File: src/rtl/dmac_aw_issuer.sv
// AXI write-address issuer behind the DMAC request arbiter: one-deep AW holding
// register, outstanding-write credit counter driven by B responses, sticky BRESP error.
module dmac_aw_issuer #(
    parameter int DATA_SIZE       = 32,
    parameter int ADDR_WIDTH      = DATA_SIZE,
    parameter int MAX_OUTSTANDING = 4,
    parameter int CNT_W           = $clog2(MAX_OUTSTANDING + 1)
) (
    input  logic                  clk,
    input  logic                  rst,
    input  logic                  src_valid_i,
    output logic                  src_ready_o,
    input  logic [DATA_SIZE-1:0]  src_data_i,
    output logic                  awvalid_o,
    input  logic                  awready_i,
    output logic [ADDR_WIDTH-1:0] awaddr_o,
    output logic [3:0]            awlen_o,
    output logic [2:0]            awsize_o,
    output logic [1:0]            awburst_o,
    input  logic                  bvalid_i,
    input  logic [1:0]            bresp_i,
    output logic                  bready_o,
    output logic [CNT_W-1:0]      outstanding_o,
    output logic                  idle_o,
    output logic                  err_o,
    input  logic                  err_clr_i
);

    typedef enum logic {EMPTY, HOLD} state_t;

    localparam logic [CNT_W-1:0] MAX_CNT = CNT_W'(MAX_OUTSTANDING);

    state_t           state;
    logic [CNT_W-1:0] cnt;
    logic             accept;
    logic             b_hs;

    // bresp_i[0] only distinguishes OKAY/EXOKAY and SLVERR/DECERR pairs; not needed.
    logic unused_bresp0;
    assign unused_bresp0 = bresp_i[0];

    // The holding register frees up in the same cycle the slave takes the beat,
    // so a new word can replace it without a bubble.
    assign src_ready_o = !rst && (cnt < MAX_CNT) && (state == EMPTY || awready_i);
    assign accept      = src_valid_i && src_ready_o;
    assign bready_o    = (cnt != '0);
    assign b_hs        = bvalid_i && bready_o;

    assign awsize_o      = 3'b010;
    assign awburst_o     = 2'b01;
    assign outstanding_o = cnt;
    assign idle_o        = (cnt == '0);

    always_ff @(posedge clk) begin
        if (rst) begin
            state     <= EMPTY;
            awvalid_o <= 1'b0;
            awaddr_o  <= '0;
            awlen_o   <= '0;
            cnt       <= '0;
            err_o     <= 1'b0;
        end else begin
            case (state)
                EMPTY: begin
                    if (accept) begin
                        state     <= HOLD;
                        awvalid_o <= 1'b1;
                        awaddr_o  <= {src_data_i[DATA_SIZE-1:4], 4'b0000};
                        awlen_o   <= src_data_i[3:0];
                    end
                end
                HOLD: begin
                    if (awready_i) begin
                        if (accept) begin
                            awaddr_o <= {src_data_i[DATA_SIZE-1:4], 4'b0000};
                            awlen_o  <= src_data_i[3:0];
                        end else begin
                            state     <= EMPTY;
                            awvalid_o <= 1'b0;
                        end
                    end
                end
                default: begin
                    state     <= EMPTY;
                    awvalid_o <= 1'b0;
                end
            endcase

            if (accept && !b_hs)
                cnt <= cnt + CNT_W'(1);
            else if (!accept && b_hs)
                cnt <= cnt - CNT_W'(1);

            // A fresh error outranks a clear landing in the same cycle.
            if (b_hs && bresp_i[1])
                err_o <= 1'b1;
            else if (err_clr_i)
                err_o <= 1'b0;
        end
    end

endmodule

File: config.mk
export PLATFORM = sky130hd
export DESIGN_NAME = dmac_aw_issuer
export DESIGN_NICKNAME = d
export VERILOG_FILES = /design/src/rtl/dmac_aw_issuer.sv
export SDC_FILE = /design/constraint.sdc
export NUM_CORES = 1
export LEC_CHECK = 0
export ABC_AREA = 1
export CAP_MARGIN = 20
export CORE_ASPECT_RATIO = 0.8
export CORE_MARGIN = 3
export CORE_UTILIZATION = 40
export CTS_BUF_LIST = sky130_fd_sc_hd__clkbuf_8
export DETAILED_ROUTE_END_ITERATION = 10
export GPL_TIMING_DRIVEN = 0
export PLACE_DENSITY = 0.81
export SYNTH_ARGS = -nofsm -noshare
export SYNTH_HDL_FRONTEND = slang
export SYNTH_SLANG_ARGS = --single-unit
File: constraint.sdc
create_clock -name clk -period 4 [get_ports clk]
set_clock_uncertainty 0.05 [all_clocks]
set_input_delay 0.8 -clock clk [delete_from_list [all_inputs] [get_ports clk]]
set_output_delay 0.8 -clock clk [all_outputs]
set_load 0.05 [all_outputs]
# After elaboration in Yosys (flattened, before gate mapping)

Index checks and enable logic that the tools add are counted.

Multiplexer cells: 17
Magnitude comparators: 1
Equal/unequal tests: 3
Reduce and logical (&&, ||, !) cells: 16
$add $sub $neg: 2
Bitwise gates (word level): 1

Operators by type and width:

| cell                  | number |
|---|---|
| $mux W32              | 2 |
| $pmux W32 S2          | 1 |
| $mux W4               | 2 |
| $pmux W4 S2           | 1 |
| $logic_and A1 B1 Y1   | 7 |
| $mux W1               | 7 |
| $mux W3               | 2 |
| $ne A2 B2 Y1 const B  | 3 |
| $pmux W1 S2           | 2 |
| $reduce_bool A2 Y1    | 2 |
| $add A3 B1 Y3 const B | 1 |
| $logic_not A1 Y1      | 3 |
| $logic_not A3 Y1      | 1 |
| $lt A3 B3 Y1 const B  | 1 |
| $reduce_and A3 Y1     | 1 |
| $reduce_bool A3 Y1    | 1 |
| $sub A3 B1 Y3 const B | 1 |
| $logic_or A1 B1 Y1    | 1 |
| $not A1 Y1            | 1 |

Output and inout port bits: 49
Register bits: 42
Logic and storage cells: 46
Input bits: 40

# Logic depth before layout (Yosys ltp)

Depth after elaboration: 8
Depth in mapped cells: 15
Gate-level depth less buffers: 13

# Least setup slack after synthesis

Ideal clock, no wire load.

Path kind: flip-flop to output port
Start point: reg cnt[2], in the netlist outstanding_o[2]
End point: out idle_o
Path buffers: 0
Data required time: 3.150 ns
Arrival time: 1.555 ns
Setup slack: 1.595 ns
Cell stages (with the launch flop): 4
Cells stage by stage: dfxtp_1 > inv_1 > nand2_1 > inv_1

Word-level cells in the longest chain between the ends: 1

RTL lines:

| item                     | RTL line | text |
|---|---|---|
| start: declaration       | 34       | `logic [CNT_W-1:0] cnt;` |
| start signal: assignment | 90       | `cnt <= cnt + CNT_W'(1);` |
| start signal: assignment | 92       | `cnt <= cnt - CNT_W'(1);` |
| $logic_not A3 Y1         | 52       | `assign idle_o = (cnt == '0);` |
| end: declaration         | 24       | `output logic idle_o,` |

Every way passes these cells.

# Worst setup path after layout

Start point: in rst
End point: out src_ready_o

Word-level cells in the longest chain between the ends: 3

RTL lines:

| item                             | RTL line | text |
|---|---|---|
| start: declaration               | 10       | `input logic rst,` |
| $logic_not A1 Y1                 | 44       | `assign src_ready_o = !rst && (cnt < MAX_CNT) && (state == EMPTY \|\| awready_i);` |
| $logic_and A1 B1 Y1 (2 in a row) | 44       |  |
| end: declaration                 | 12       | `output logic src_ready_o,` |

Every way passes these cells.

==> metrics.yaml <==
outcome:
  status: "finished, final reports clean"
sta:
  period_needed_ns: 3.44
  finalSetupViolCount: 0
  holdWs_ns: 0.419
  fin_crit_sh_pct: 86.0
  rsz0062_at_grt: "no"
  hold_violations: 0
  fin_tns_setup_ns: 0
  maxSlewHeadroom_pct: 64.7
  fmax_ghz: 0.291
  max_slew.worst_pin.slew_ns: 0.528
  slew_viol_final: 0
critical_path:
  critPathMaxFanout: 10
  rr_startpoint: "outstanding_o[2]$_SDFFE_PP0P_"
  crit_arrival_ns: 2.59
  end_kind: "output pin"
  reg2regPathDepth: 12
  crit_path_start_kind: "input port"
  reg2reg_to: "outstanding_o[2]$_SDFFE_PP0P_"
  crit_type: "in -> out"
  r2r_slack_ns: 1.93
  crit_required_ns: 3.15
die:
  pin_count: 89
  die_area_um2: 5060
  fp.coreArea_um2: 3930
  start_util_pct: 43.2
  dieWidth_um: 78.8
  core.rowCount: 20
  die_h_um: 64.2
logic_synthesis:
  synth_most_common_cell: "nand2_1"
  synth_area_leaders: "dfxtp_1, nand2_1, nor2_1"
  synth-seq-area-share_pct: 44.9
  ys.flop_type: "dfxtp_1"
  synthesis.area_um2: 1700
  synth.top_cell.area_share_pct: 44.9
  yosysWarnings: 0
  synth_edf_count: 0
  yosysUniqueCellTypes: 18
  synth_top_area_cell: "dfxtp_1"
  async_reset_ff_share_pct: 0
  synth.avg_cell_area_um2: 6.52
  ys_ff_latch: 38
  syn_inst: 260
  ys_top_cells_by_count: "nand2_1, nor2_1, inv_1, dfxtp_1, buf_4"
cts:
  cts_htree_levels: 2
  worstSkewPairLatency_ns: 0.28
  cts_made_buffers: 5
  tritoncts: "yes"
  cts-resized-gates: 0
  cts_buffer_depth: 2
  clk_pin_slew_worst_paths_ns: 0.07
  post-cts-setup-buffers: 0
  clkSinkCount: 38
  hold_buffers: 0
  cts_root_buf: "clkbuf_8"
route:
  wl_met3_um: 493
  routedWlPerCell_um: 10.1
  vias_per_cell: 4.18
  dr.pass1.iters: 4
  antenna_left: 0
  via_count: 1701
  top_layer: "met4"
  wl_met1_um: 1790
  remaining_drc_errors: 0
  wl_um: 4110
  routed-wl-met2_um: 1790
  drtIter0Drc: 57
final_layout:
  diodes: 0
  nNetsFinal: 394
  drive_gt1_share_pct: 7.39
  n_fill_cell: 358
  syn2layout_area_growth_pct: 56.3
global_routing:
  grt_pass1_wl_um: 6640
  grt_usage_pct: 16.5
  grt_antenna_before_repair: 0
  overflow: 0
  grt_max_degree: 12
  grt_pass1_vias: 1521
place:
  dp_hpwl_um: 3090
  io_buffers: 78
  place_congestion: 0.686
hold_path:
  holdCritStartpoint: "err_o$_SDFFE_PP0P_"
  hold_end: "err_o$_SDFFE_PP0P_"
  hold_depth: 2
  hp-class: "reg -> reg"
pwr:
  powerDensity_nw_per_um2: 581
  power_leakage_nw: 1.33
  irDropWorstVdd_v: 0.000325
flow_run:
  drv_cap: 0
[routing by layer]
layer  up-vias  global-route usage (%)
li1        902                       -
met1       725                    19.1
met2        70                    27.2
met3         4                    7.32
met4         0                    5.24
met5         -                       0
[per-stage QoR]
step                std cells  power (mW)  setup slack [ns]  util (%)  cell area, um2
detailed placement        400        1.31             0.535      65.4            2570
finish                    407        1.54             0.561      67.5            2650
CTS                       407        1.56             0.532      67.5            2650
global placement          400        1.29             0.538      65.4            2570
global route              407        1.64             0.466      67.5            2650
floorplan                 267        1.05              1.60         -            1720
[cell families (layout without fill, tap and decap cells)]
logic type / after synthesis / count (layout) / synth area share [%]
and+or+nand+nor: 152 / 152 / 34.3
adders and majority gates: 2 / 2 / 1.92
other: 2 / 9 / 0.443
DFF: 38 / 38 / 44.9
AOI/OAI and AO/OA: 5 / 5 / 1.48
buffers and inverters: 61 / 146 / 17.0
[how the worst max path moves through the flow]
stage	cells past startpoint	slack, ns	start	endpoint
finish	4	0.56	rst	src_ready_o
global route	4	0.47	rst	src_ready_o
CTS	4	0.53	rst	src_ready_o
detailed placement	4	0.54	rst	src_ready_o
global placement	4	0.54	rst	src_ready_o
floorplan	3	1.60	outstanding_o[2]$_SDFFE_PP0P_	idle_o
[state kept, by name (all words and copies together), names as in the netlist]
| name | flops |
|---|---|
| err_o | 1 |
| awlen_o | 4 |
| awaddr_o | 28 |
| state | 1 |
| awvalid_o | 1 |
| outstanding_o | 3 |
[power breakdown]
group | switching [mW] | internal [mW]
registers | 0.0424 | 0.448
logic | 0.536 | 0.274
clock network | 0.124 | 0.117
[cell type report]
type	count	area, um2	area share, %
multi-input combinational	168	673	25.4
tap	55	68.8	2.60
timing repair buffer	78	781	29.5
inverter	42	158	5.95
buffer	19	130	4.91
clock inverter	2	10.0	0.378
clock buffer	5	68.8	2.60
sequential	38	761	28.7
[layout by cell type, fill, tap and decap left out]
cell type	n
a21oi_1	3
and3_1	1
buf_2	5
buf_4	10
buf_6	2
clkbuf_1	2
clkbuf_8	5
clkdlybuf4s50_1	78
clkinv_1	1
clkinv_2	2
conb_1	9
dfxtp_1	38
fa_1	1
ha_1	1
inv_1	40
inv_2	1
nand2_1	75
nand3_1	2
nand3_2	1
nor2_1	73
o21ai_0	2
[worst max-delay path: stages]
cell and delay [ns]:
clkdlybuf4s50_1 0.54, clkinv_1 0.26, and3_1 0.27, clkdlybuf4s50_1 0.71
No activity file was read; power rests on OpenSTA's default activity.
